`src/rtl/proc_status_reg_if.sv`:
```
// 6502 status-register bundle: ALU results and microcode flag controls in, P images out.
// Latency: none; wires only.
// Backpressure: none; every control is sampled on every clock edge.
interface proc_status_reg_if;
  logic [7:0] alu_Y;
  logic       alu_carry_out;
  logic       alu_overflow;
  logic [7:0] data_in;
  logic       upd_nz;
  logic       upd_c;
  logic       upd_v;
  logic       bit_op;
  logic [2:0] flag_op;
  logic       load_p;
  logic       irq_entry;
  logic       push_brk;
  logic [7:0] p_out;
  logic [7:0] p_push;
  logic       carry_flag;
  logic       decimal_flag;
  logic       irq_disable;

  // Microcode / datapath side: drives the controls and consumes the flags.
  modport master (
    output alu_Y, alu_carry_out, alu_overflow, data_in,
    output upd_nz, upd_c, upd_v, bit_op, flag_op, load_p, irq_entry, push_brk,
    input  p_out, p_push, carry_flag, decimal_flag, irq_disable
  );

  // Status register side.
  modport slave (
    input  alu_Y, alu_carry_out, alu_overflow, data_in,
    input  upd_nz, upd_c, upd_v, bit_op, flag_op, load_p, irq_entry, push_brk,
    output p_out, p_push, carry_flag, decimal_flag, irq_disable
  );
endinterface

```
`src/rtl/proc_status_reg.sv`:
```
// 6502 processor status register P: six flag flops (N,V,D,I,Z,C) updated by ALU/microcode.
// Latency: flag updates visible one cycle after the controlling edge; p_push tracks push_brk combinationally.
// Backpressure: none; controls are acted on every cycle they are asserted.
module proc_status_reg (
  input  logic               clk,
  input  logic               reset,
  proc_status_reg_if.slave   bus
);

  localparam logic [2:0] FOP_CLC = 3'd1;
  localparam logic [2:0] FOP_SEC = 3'd2;
  localparam logic [2:0] FOP_CLI = 3'd3;
  localparam logic [2:0] FOP_SEI = 3'd4;
  localparam logic [2:0] FOP_CLV = 3'd5;
  localparam logic [2:0] FOP_CLD = 3'd6;
  localparam logic [2:0] FOP_SED = 3'd7;

  logic n_q, v_q, d_q, i_q, z_q, c_q;
  logic n_d, v_d, d_d, i_d, z_d, c_d;
  logic alu_zero;

  assign alu_zero = (bus.alu_Y == 8'h00);

  // Per-flag next state; load_p beats everything, then irq_entry (I only),
  // explicit flag ops, BIT, and finally the plain ALU update strobes.
  always_comb begin
    n_d = n_q;
    v_d = v_q;
    d_d = d_q;
    i_d = i_q;
    z_d = z_q;
    c_d = c_q;

    if (bus.load_p) begin
      n_d = bus.data_in[7];
      v_d = bus.data_in[6];
      d_d = bus.data_in[3];
      i_d = bus.data_in[2];
      z_d = bus.data_in[1];
      c_d = bus.data_in[0];
    end else begin
      // N and Z: BIT takes N from memory but Z from the AND result on alu_Y.
      if (bus.bit_op) begin
        n_d = bus.data_in[7];
        z_d = alu_zero;
      end else if (bus.upd_nz) begin
        n_d = bus.alu_Y[7];
        z_d = alu_zero;
      end

      // V
      if (bus.flag_op == FOP_CLV) begin
        v_d = 1'b0;
      end else if (bus.bit_op) begin
        v_d = bus.data_in[6];
      end else if (bus.upd_v) begin
        v_d = bus.alu_overflow;
      end

      // C
      if (bus.flag_op == FOP_SEC) begin
        c_d = 1'b1;
      end else if (bus.flag_op == FOP_CLC) begin
        c_d = 1'b0;
      end else if (bus.upd_c) begin
        c_d = bus.alu_carry_out;
      end

      // D
      if (bus.flag_op == FOP_SED) begin
        d_d = 1'b1;
      end else if (bus.flag_op == FOP_CLD) begin
        d_d = 1'b0;
      end

      // I: interrupt entry must win over a concurrent CLI.
      if (bus.irq_entry) begin
        i_d = 1'b1;
      end else if (bus.flag_op == FOP_SEI) begin
        i_d = 1'b1;
      end else if (bus.flag_op == FOP_CLI) begin
        i_d = 1'b0;
      end
    end
  end

  // Flag storage; reset clears all flags except I, which comes up set.
  always_ff @(posedge clk) begin
    if (reset) begin
      n_q <= 1'b0;
      v_q <= 1'b0;
      d_q <= 1'b0;
      i_q <= 1'b1;
      z_q <= 1'b0;
      c_q <= 1'b0;
    end else begin
      n_q <= n_d;
      v_q <= v_d;
      d_q <= d_d;
      i_q <= i_d;
      z_q <= z_d;
      c_q <= c_d;
    end
  end

  assign bus.p_out        = {n_q, v_q, 1'b1, 1'b1, d_q, i_q, z_q, c_q};
  assign bus.p_push       = {n_q, v_q, 1'b1, bus.push_brk, d_q, i_q, z_q, c_q};
  assign bus.carry_flag   = c_q;
  assign bus.decimal_flag = d_q;
  assign bus.irq_disable  = i_q;

endmodule

```
`src/flat_wrapper.sv`:
```
// flat-port wrapper written by rule: the top's interface ports become plain ports
module proc_status_reg_flat 
  (clk, reset, bus_alu_Y, bus_alu_carry_out, bus_alu_overflow, bus_data_in, bus_upd_nz, bus_upd_c, bus_upd_v, bus_bit_op, bus_flag_op, bus_load_p, bus_irq_entry, bus_push_brk, bus_p_out, bus_p_push, bus_carry_flag, bus_decimal_flag, bus_irq_disable);
  proc_status_reg_if bus_i ();
  input  logic clk;
  input  logic reset;
  input wire logic [$bits(bus_i.alu_Y)-1:0] bus_alu_Y;
  input wire logic [$bits(bus_i.alu_carry_out)-1:0] bus_alu_carry_out;
  input wire logic [$bits(bus_i.alu_overflow)-1:0] bus_alu_overflow;
  input wire logic [$bits(bus_i.data_in)-1:0] bus_data_in;
  input wire logic [$bits(bus_i.upd_nz)-1:0] bus_upd_nz;
  input wire logic [$bits(bus_i.upd_c)-1:0] bus_upd_c;
  input wire logic [$bits(bus_i.upd_v)-1:0] bus_upd_v;
  input wire logic [$bits(bus_i.bit_op)-1:0] bus_bit_op;
  input wire logic [$bits(bus_i.flag_op)-1:0] bus_flag_op;
  input wire logic [$bits(bus_i.load_p)-1:0] bus_load_p;
  input wire logic [$bits(bus_i.irq_entry)-1:0] bus_irq_entry;
  input wire logic [$bits(bus_i.push_brk)-1:0] bus_push_brk;
  output wire logic [$bits(bus_i.p_out)-1:0] bus_p_out;
  output wire logic [$bits(bus_i.p_push)-1:0] bus_p_push;
  output wire logic [$bits(bus_i.carry_flag)-1:0] bus_carry_flag;
  output wire logic [$bits(bus_i.decimal_flag)-1:0] bus_decimal_flag;
  output wire logic [$bits(bus_i.irq_disable)-1:0] bus_irq_disable;
  assign bus_i.alu_Y = bus_alu_Y;
  assign bus_i.alu_carry_out = bus_alu_carry_out;
  assign bus_i.alu_overflow = bus_alu_overflow;
  assign bus_i.data_in = bus_data_in;
  assign bus_i.upd_nz = bus_upd_nz;
  assign bus_i.upd_c = bus_upd_c;
  assign bus_i.upd_v = bus_upd_v;
  assign bus_i.bit_op = bus_bit_op;
  assign bus_i.flag_op = bus_flag_op;
  assign bus_i.load_p = bus_load_p;
  assign bus_i.irq_entry = bus_irq_entry;
  assign bus_i.push_brk = bus_push_brk;
  assign bus_p_out = bus_i.p_out;
  assign bus_p_push = bus_i.p_push;
  assign bus_carry_flag = bus_i.carry_flag;
  assign bus_decimal_flag = bus_i.decimal_flag;
  assign bus_irq_disable = bus_i.irq_disable;
  proc_status_reg u_core (.clk(clk), .reset(reset), .bus(bus_i));
endmodule
```
`config.mk`:
```
export PLATFORM = sky130hd
export DESIGN_NAME = proc_status_reg_flat
export DESIGN_NICKNAME = d
export VERILOG_FILES = /design/src/rtl/proc_status_reg_if.sv /design/src/rtl/proc_status_reg.sv /design/src/flat_wrapper.sv
export SDC_FILE = /design/constraint.sdc
export NUM_CORES = 1
export LEC_CHECK = 0
export CAP_MARGIN = 10
export CORE_MARGIN = 4
export CORE_UTILIZATION = 30
export CTS_BUF_LIST = sky130_fd_sc_hd__clkbuf_8
export DETAILED_ROUTE_END_ITERATION = 6
export PLACE_DENSITY_LB_ADDON = 0.3
export SKIP_LAST_GASP = 1
export SYNTH_ARGS = -nofsm -noshare
export SYNTH_HDL_FRONTEND = slang
export SYNTH_SLANG_ARGS = --single-unit
export TNS_END_PERCENT = 10
```
`constraint.sdc`:
```
create_clock -name clk -period 1.7 [get_ports clk]
set_clock_uncertainty 0.2 [all_clocks]
set_input_delay 0.17 -clock clk [delete_from_list [all_inputs] [get_ports clk]]
set_output_delay 0.17 -clock clk [all_outputs]
set_load 0.01 [all_outputs]
```
Word-level counts from Yosys, hierarchy flattened
Cells that the tools add are included.
{"block": "classes", "reduce_logical": 6, "muxes": 21, "n_eq_ne": 7}
{"op": "1-bit 2-to-1 mux", "n": 21}
{"op": "3-bit == test (second input constant)", "n": 4}
{"op": "4-bit nonzero test", "n": 3}
{"op": "8-bit zero test", "n": 1}
{"op": "3-bit by 2-bit == test with 1-bit output (second input constant)", "n": 2}
{"op": "3-bit nonzero test", "n": 2}
{"op": "3-bit by 1-bit == test with 1-bit output (second input constant)", "n": 1}
{"block": "totals", "out_inout_bits": 19, "regBits": 6}

Logic depth before layout (Yosys ltp)
Gate-level depths: netlist (run 1).
{"block": "logic_depth", "ltp_word": 5, "mapped_depth": 4, "ltp_nobuf": 3}

Least setup slack after synthesis (run 1)
OpenSTA, ideal clock, no wires.
{"block": "synth_path", "path_type": "flip-flop to flip-flop", "start": "reg u_core.bus.irq_disable (netlist name)", "end": "reg u_core.i_q (netlist: u_core.bus.irq_disable)", "arrival_time_ns": 0.946, "path_buffers": 0, "setup_ns": 0.125, "t_required_ns": 1.375, "period_less_slack_ns": 1.271, "path_slack_ns": 0.429, "stages_incl_launch_ff": 4, "cell_sequence": "dfxtp_1 o21bai_1 a2111oi_2 o21bai_1"}
{"item": "to (signal assigned)", "line_no": "proc_status_reg.sv:100", "source": "i_q <= i_d;"}
{"item": "to (decl)", "line_no": "proc_status_reg.sv:18", "source": "logic n_q, v_q, d_q, i_q, z_q, c_q;"}

Final worst setup path (run 1)
{"block": "layout_path", "start": "reg u_core.i_q (netlist: u_core.bus.irq_disable)", "end": "out bus_p_out[2]"}
{"item": "to (decl)", "line_no": "flat_wrapper.sv:19", "source": "output wire logic [$bits(bus_i.p_out)-1:0] bus_p_out;"}
No word-level cell between the ends.

==> key figures, run 1 <==
Pwr
  • P_leak: 0.000319 µW
  • Clk network pwr share: 0.383
  • Reg power frac: 0.293
  • Comb power frac: 0.324
  • Internal: 418 µW
  • Peak supply drop: 0.341 mV
  • Switch share: 0.232
  • Net switching power figure: about 130 µW
  • Pwr per Cell Area: 642 nW/µm²

Worst setup path
  • R2R setup slack: 430 ps
  • RR Startpoint: u_core.bus.irq_disable$_SDFFE_PP1P_
  • Crit-path leading delay family: buffers and inverters
  • Stages on the worst setup path: 1
  • Reg2reg end: u_core.bus.irq_disable$_SDFFE_PP1P_
  • CP Cell Sequence: clkdlybuf4s50_1
  • Critical Path Start Type: flop
  • CP Max Fanout: 5
  • Worst EP required: 1330 ps
  • Bufs and invs on worst path: 1
  • CP Capture Point: bus_p_out[2]
  • Crit Path Class: reg2out
  • Crit path from: u_core.bus.irq_disable$_SDFFE_PP1P_
  • Arrival @ worst endpoint: 1150 ps
  • R2R cell count: 3
  • Worst path slowest cell: clkdlybuf4s50_1
  • Delay of the slowest critical-path stage: 560 ps
  • Worst setup EP type: output pin

Clock tree
  • H-tree Lvls: 1
  • Root buffer cell: clkbuf_8
  • Setup Buffers After CTS: 0
  • CTS tree: done
  • CTS Hold Bufs: 0
  • CTS Buf Count: 3
  • Clk_lat worst skew: 220 ps
  • Clock tree buffer depth: 2
  • Post-CTS sizing: 0
  • TritonCTS Sinks: 6
  • Reg clk slew, reported paths: 40 ps

GRT
  • Pin count of the biggest net entering global routing: 8
  • Congestion Overflow GR: 0
  • All-Layer GR Usage: 0.117
  • Initial antenna violation count: 0
  • Global-route wire length before repair: approximately 2200 µm
  • Vias in the first global route: approximately 480

Final layout
  • Nets: 120
  • N_diodes: 0
  • Most frequent cells in the layout: 41 x clkdlybuf4s50_1, 6 x dfxtp_1, 4 x nor2_1
  • Share of layout cells above drive strength 1: 0.114
  • Most common cell after layout, fill and taps aside: clkdlybuf4s50_1
  • Synthesis-to-finish area growth: 72.3%

STA
  • Period utilization: 0.897
  • Final hold vios: 0
  • TNS Setup: 0 ps
  • Post-route setup slack: 176 ps
  • Slew Viols, Final: 0
  • FMAX: 656 MHz
  • Post-route minimum period: 1520 ps
  • Unrepaired setup endpoints after global routing: no
  • Final setup viols: 0

Logic synthesis
  • Mean area per synthesized cell: 8.48 µm²
  • Synth Register Bits: 6
  • Synthesis Warnings: 0
  • Asr flop ratio synth: 0
  • Ys flop type: dfxtp_1
  • Post-synth EDFFs: 0
  • Synth Instances: between 50 and 60
  • Share of the yosys chip area belonging to registers: 0.244
  • Post-Synthesis Cell Area: 492 µm²
  • Cell variety after synth: 28

Routing
  • DRT antenna net count: 0
  • Wire per inst: 13.3 µm
  • DR iter-0 viols: 7
  • Via/cell ratio: 4.80
  • Total number of vias: 499
  • DR pass1 iterations: 4
  • # DRC: 0
  • Drt total wl: 1380 µm

Outcome
  • Status: completed

Place
  • Setup Slack @ Placement: 58.1 ps
  • Routability cong.: roughly 0.65
  • Detail Placement HPWL: ~1200 µm
  • IO Port Bufs: 41

Worst hold path
  • Worst hold path type: in2out
  • Hold_sp: bus_push_brk

Floorplan
  • Die X: 48.5 µm
  • Area of the die: 2350 µm²
  • Die Y: 48.5 µm
  • Initial Util: 0.323
  • Core Box Area: 1520 µm²
  • Placement Rows: 14
  • Ports: 49

Flow run
  • MaxCap Viol Count: 0
==> power groups by stage <==
stage	clock network [µW]	logic [µW]	registers, µW
3_5_place_dp	0	176	162
4_1_cts	215	177	160
2_1_floorplan	0	86.2	163
5_1_grt	226	189	161
6_report	208	176	159
3_3_place_gp	0	174	161
==> how the worst min path moves through the flow <==
stage / to / slack (ps) / depth (start not counted)
5_1_grt: bus_p_push[4] / 140 / 0
6_report: bus_p_push[4] / 140 / 0
2_1_floorplan: u_core.z_q$_SDFFE_PP0P_ / 40 / 1
4_1_cts: bus_p_push[4] / 140 / 0
3_5_place_dp: bus_p_push[4] / 140 / 0
3_3_place_gp: bus_p_push[4] / 140 / 0
==> synth_stat cells, types with 2 or more instances <==
cell type,instances,share of area
nor3_1,2,0.020
dfxtp_1,6,0.24
buf_4,16,0.24
a21oi_1,2,0.020
mux2_2,2,0.046
nor2_1,4,0.031
o21bai_1,2,0.031
nand3_1,3,0.031
nor2b_1,2,0.025
==> sequential cells by signal (all words and copies together) (netlist names) <==
register / count
u_core.bus.carry_flag: 1
u_core.bus.decimal_flag: 1
u_core.bus.irq_disable: 1
u_core.n_q: 1
u_core.v_q: 1
u_core.z_q: 1
==> metal layers <==
metal  track usage  share of wire  vias up
li1              -              -      248
met2         0.191           0.52       25
met4        0.0269              0        0
met1         0.143           0.39      226
met3        0.0491          0.093        0
met5             0              0        -
==> kinds of logic after synthesis <==
| group | Yosys count | synth area share |
|---|---|---|
| other cells | 1 | 0.00763 |
| compound gates | 13 | 0.216 |
| flops | 6 | 0.244 |
| buf+inv | 18 | 0.275 |
| mux | 3 | 0.0662 |
| simple gates | 17 | 0.191 |
==> metrics by stage <==
stage,util,power [µW],cell area (µm²),hold WS [ps],std cells
final,0.556,544,847,140,104
after global routing,0.556,576,847,140,104
after CTS,0.556,552,847,140,104
after detailed placement,0.529,338,806,140,101
after global placement,0.529,335,806,140,101
after floorplan,-,249,499,36.2,60
==> area by class of cell <==
cell class,count,area [µm²]
fillers,150,677
clock buffers,3,41.3
well taps,16,20.0
flip-flops and latches,6,120
multi-input cells,36,244
repair buffers,42,418
inverters,1,3.75
No activity file was read; power rests on OpenSTA's default activity.
==> inputs of run 2 (changes only) <==
--- a/config.mk
+++ b/config.mk
@@ -6,7 +6,7 @@
 export NUM_CORES = 1
 export LEC_CHECK = 0
 export CAP_MARGIN = 10
-export CORE_MARGIN = 4
+export CORE_MARGIN = 2
 export CORE_UTILIZATION = 30
 export CTS_BUF_LIST = sky130_fd_sc_hd__clkbuf_8
 export DETAILED_ROUTE_END_ITERATION = 6
==> run 2 against run 1 <==
Compared with the run above:
- non-clock buffer count stayed put
- register-to-register slack is essentially flat
- count of clock-buffer cells in the layout unchanged
- sequential share of layout area stayed put
- die area decreased by 16%
- largest power group unchanged
- maximum frequency up 1.1%
- via count shrank 0.20%
- cell count stayed put
==> key figures, run 2 (synthesis gave the netlist of run 1 again) <==
Worst setup path
  • R2R cell count: 3
  • CP Cell Sequence: clkdlybuf4s50_1
  • CP Max Fanout: 5
  • Crit path from: u_core.bus.irq_disable$_SDFFE_PP1P_
  • Arrival @ worst endpoint: 1140 ps
  • R2R setup slack: 430 ps
  • RR Startpoint: u_core.bus.irq_disable$_SDFFE_PP1P_
  • Worst EP required: 1330 ps
  • Worst path slowest cell: clkdlybuf4s50_1
  • Bufs and invs on worst path: 1
  • Crit-path leading delay family: buffers and inverters
  • Stages on the worst setup path: 1
  • Critical Path Start Type: flop
  • Reg2reg end: u_core.bus.irq_disable$_SDFFE_PP1P_
  • Delay of the slowest critical-path stage: 560 ps
  • Crit Path Class: reg2out
  • Worst setup EP type: output pin
  • CP Capture Point: bus_p_out[2]

Final layout
  • Most frequent cells in the layout: 41 x clkdlybuf4s50_1, 6 x dfxtp_1, 4 x nor2_1
  • N_diodes: 0
  • Share of layout cells above drive strength 1: 0.114
  • Most common cell after layout, fill and taps aside: clkdlybuf4s50_1
  • Nets: 120
  • Final cell count without fillers: 104
  • Synthesis-to-finish area growth: 72.3%

STA
  • Slew Viols, Final: 0
  • Final hold vios: 0
  • TNS Setup: 0 ps
  • Post-route minimum period: 1510 ps
  • Final setup viols: 0
  • Unrepaired setup endpoints after global routing: no
  • Period utilization: 0.887
  • FMAX: approximately 660 MHz

GRT
  • Global-route wire length before repair: between 1500 and 2000 µm
  • Vias in the first global route: around 470
  • All-Layer GR Usage: 0.144
  • Pin count of the biggest net entering global routing: 8
  • Congestion Overflow GR: 0
  • Initial antenna violation count: 0

Worst hold path
  • Worst hold path type: in2out
  • Worst hold path cell count: 0

Place
  • Detail Placement HPWL: 1040 µm
  • Placed Cells: 101
  • Routability cong.: 0.675
  • IO Port Bufs: a little over 40

Routing
  • # DRC: 0
  • DR iter-0 viols: 3
  • DR pass1 iterations: 4
  • DRT antenna net count: 0
  • Total number of vias: 498
  • Via/cell ratio: 4.79
  • Wire per inst: 12.0 µm
  • Drt total wl: roughly 1300 µm

Clock tree
  • TritonCTS Sinks: 6
  • Reg clk slew, reported paths: ~40 ps
  • H-tree Lvls: 1
  • Post-CTS sizing: 0
  • CTS Hold Bufs: 0
  • Setup Buffers After CTS: 0
  • Clk_lat worst skew: 220 ps
  • Root buffer cell: clkbuf_8
  • CTS tree: done
  • CTS Buf Count: 3
  • Clock tree buffer depth: 2

Pwr
  • Pwr per Cell Area: roughly 650 nW/µm²
  • Pwr Total: 547 µW
  • Peak supply drop: 0.346 mV
  • P_leak: 0.000319 µW

Floorplan
  • Area of the die: between 1500 and 2000 µm²
  • Die X: 44.5 µm
  • Initial Util: 0.323
  • Die Y: 44.5 µm
  • Placement Rows: 14
  • Ports: ~50
  • Core Box Area: about 1500 µm²

Outcome
  • Status: completed

Flow run
  • MaxCap Viol Count: 0
-- run 2: cell type report --
class / count / area (µm²)
Timing Repair Buffer: 42 / 418
Tap cell: 16 / 20.0
Multi-Input combinational cell: 36 / 244
Inverter: 1 / 3.75
Clock buffer: 3 / 41.3
Sequential cell: 6 / 120
Fill cell: 148 / 677
-- run 2: worst min-delay path by stage --
| stage | start | end | slack (ps) |
|---|---|---|---|
| finish | bus_push_brk | bus_p_push[4] | 140 |
| floorplan | reset | u_core.z_q$_SDFFE_PP0P_ | 40 |
| CTS | bus_push_brk | bus_p_push[4] | 140 |
| detailed placement | bus_push_brk | bus_p_push[4] | 140 |
| global placement | bus_push_brk | bus_p_push[4] | 140 |
| global route | bus_push_brk | bus_p_push[4] | 140 |
-- run 2: metrics by stage --
stage	setup WS, ps	utilization	area [µm²]	hold slack, ps
3_3_place_gp	86.3	0.529	806	140
6_report	192	0.556	847	140
4_1_cts	180	0.556	847	140
2_1_floorplan	429	-	499	36.2
3_5_place_dp	56.4	0.529	806	140
5_1_grt	135	0.556	847	140
-- run 2: layer usage --
metal  global-route usage  routed length (µm)
met1                0.145                 505
met2                0.249                 639
met3               0.0571                  88
met4               0.0788                  20
met5                    0                   0
-- run 2: power by group --
group          internal (µW)  switching [µW]
Combinational            114            60.4
Clock                    152            61.5
Sequential               152            7.55
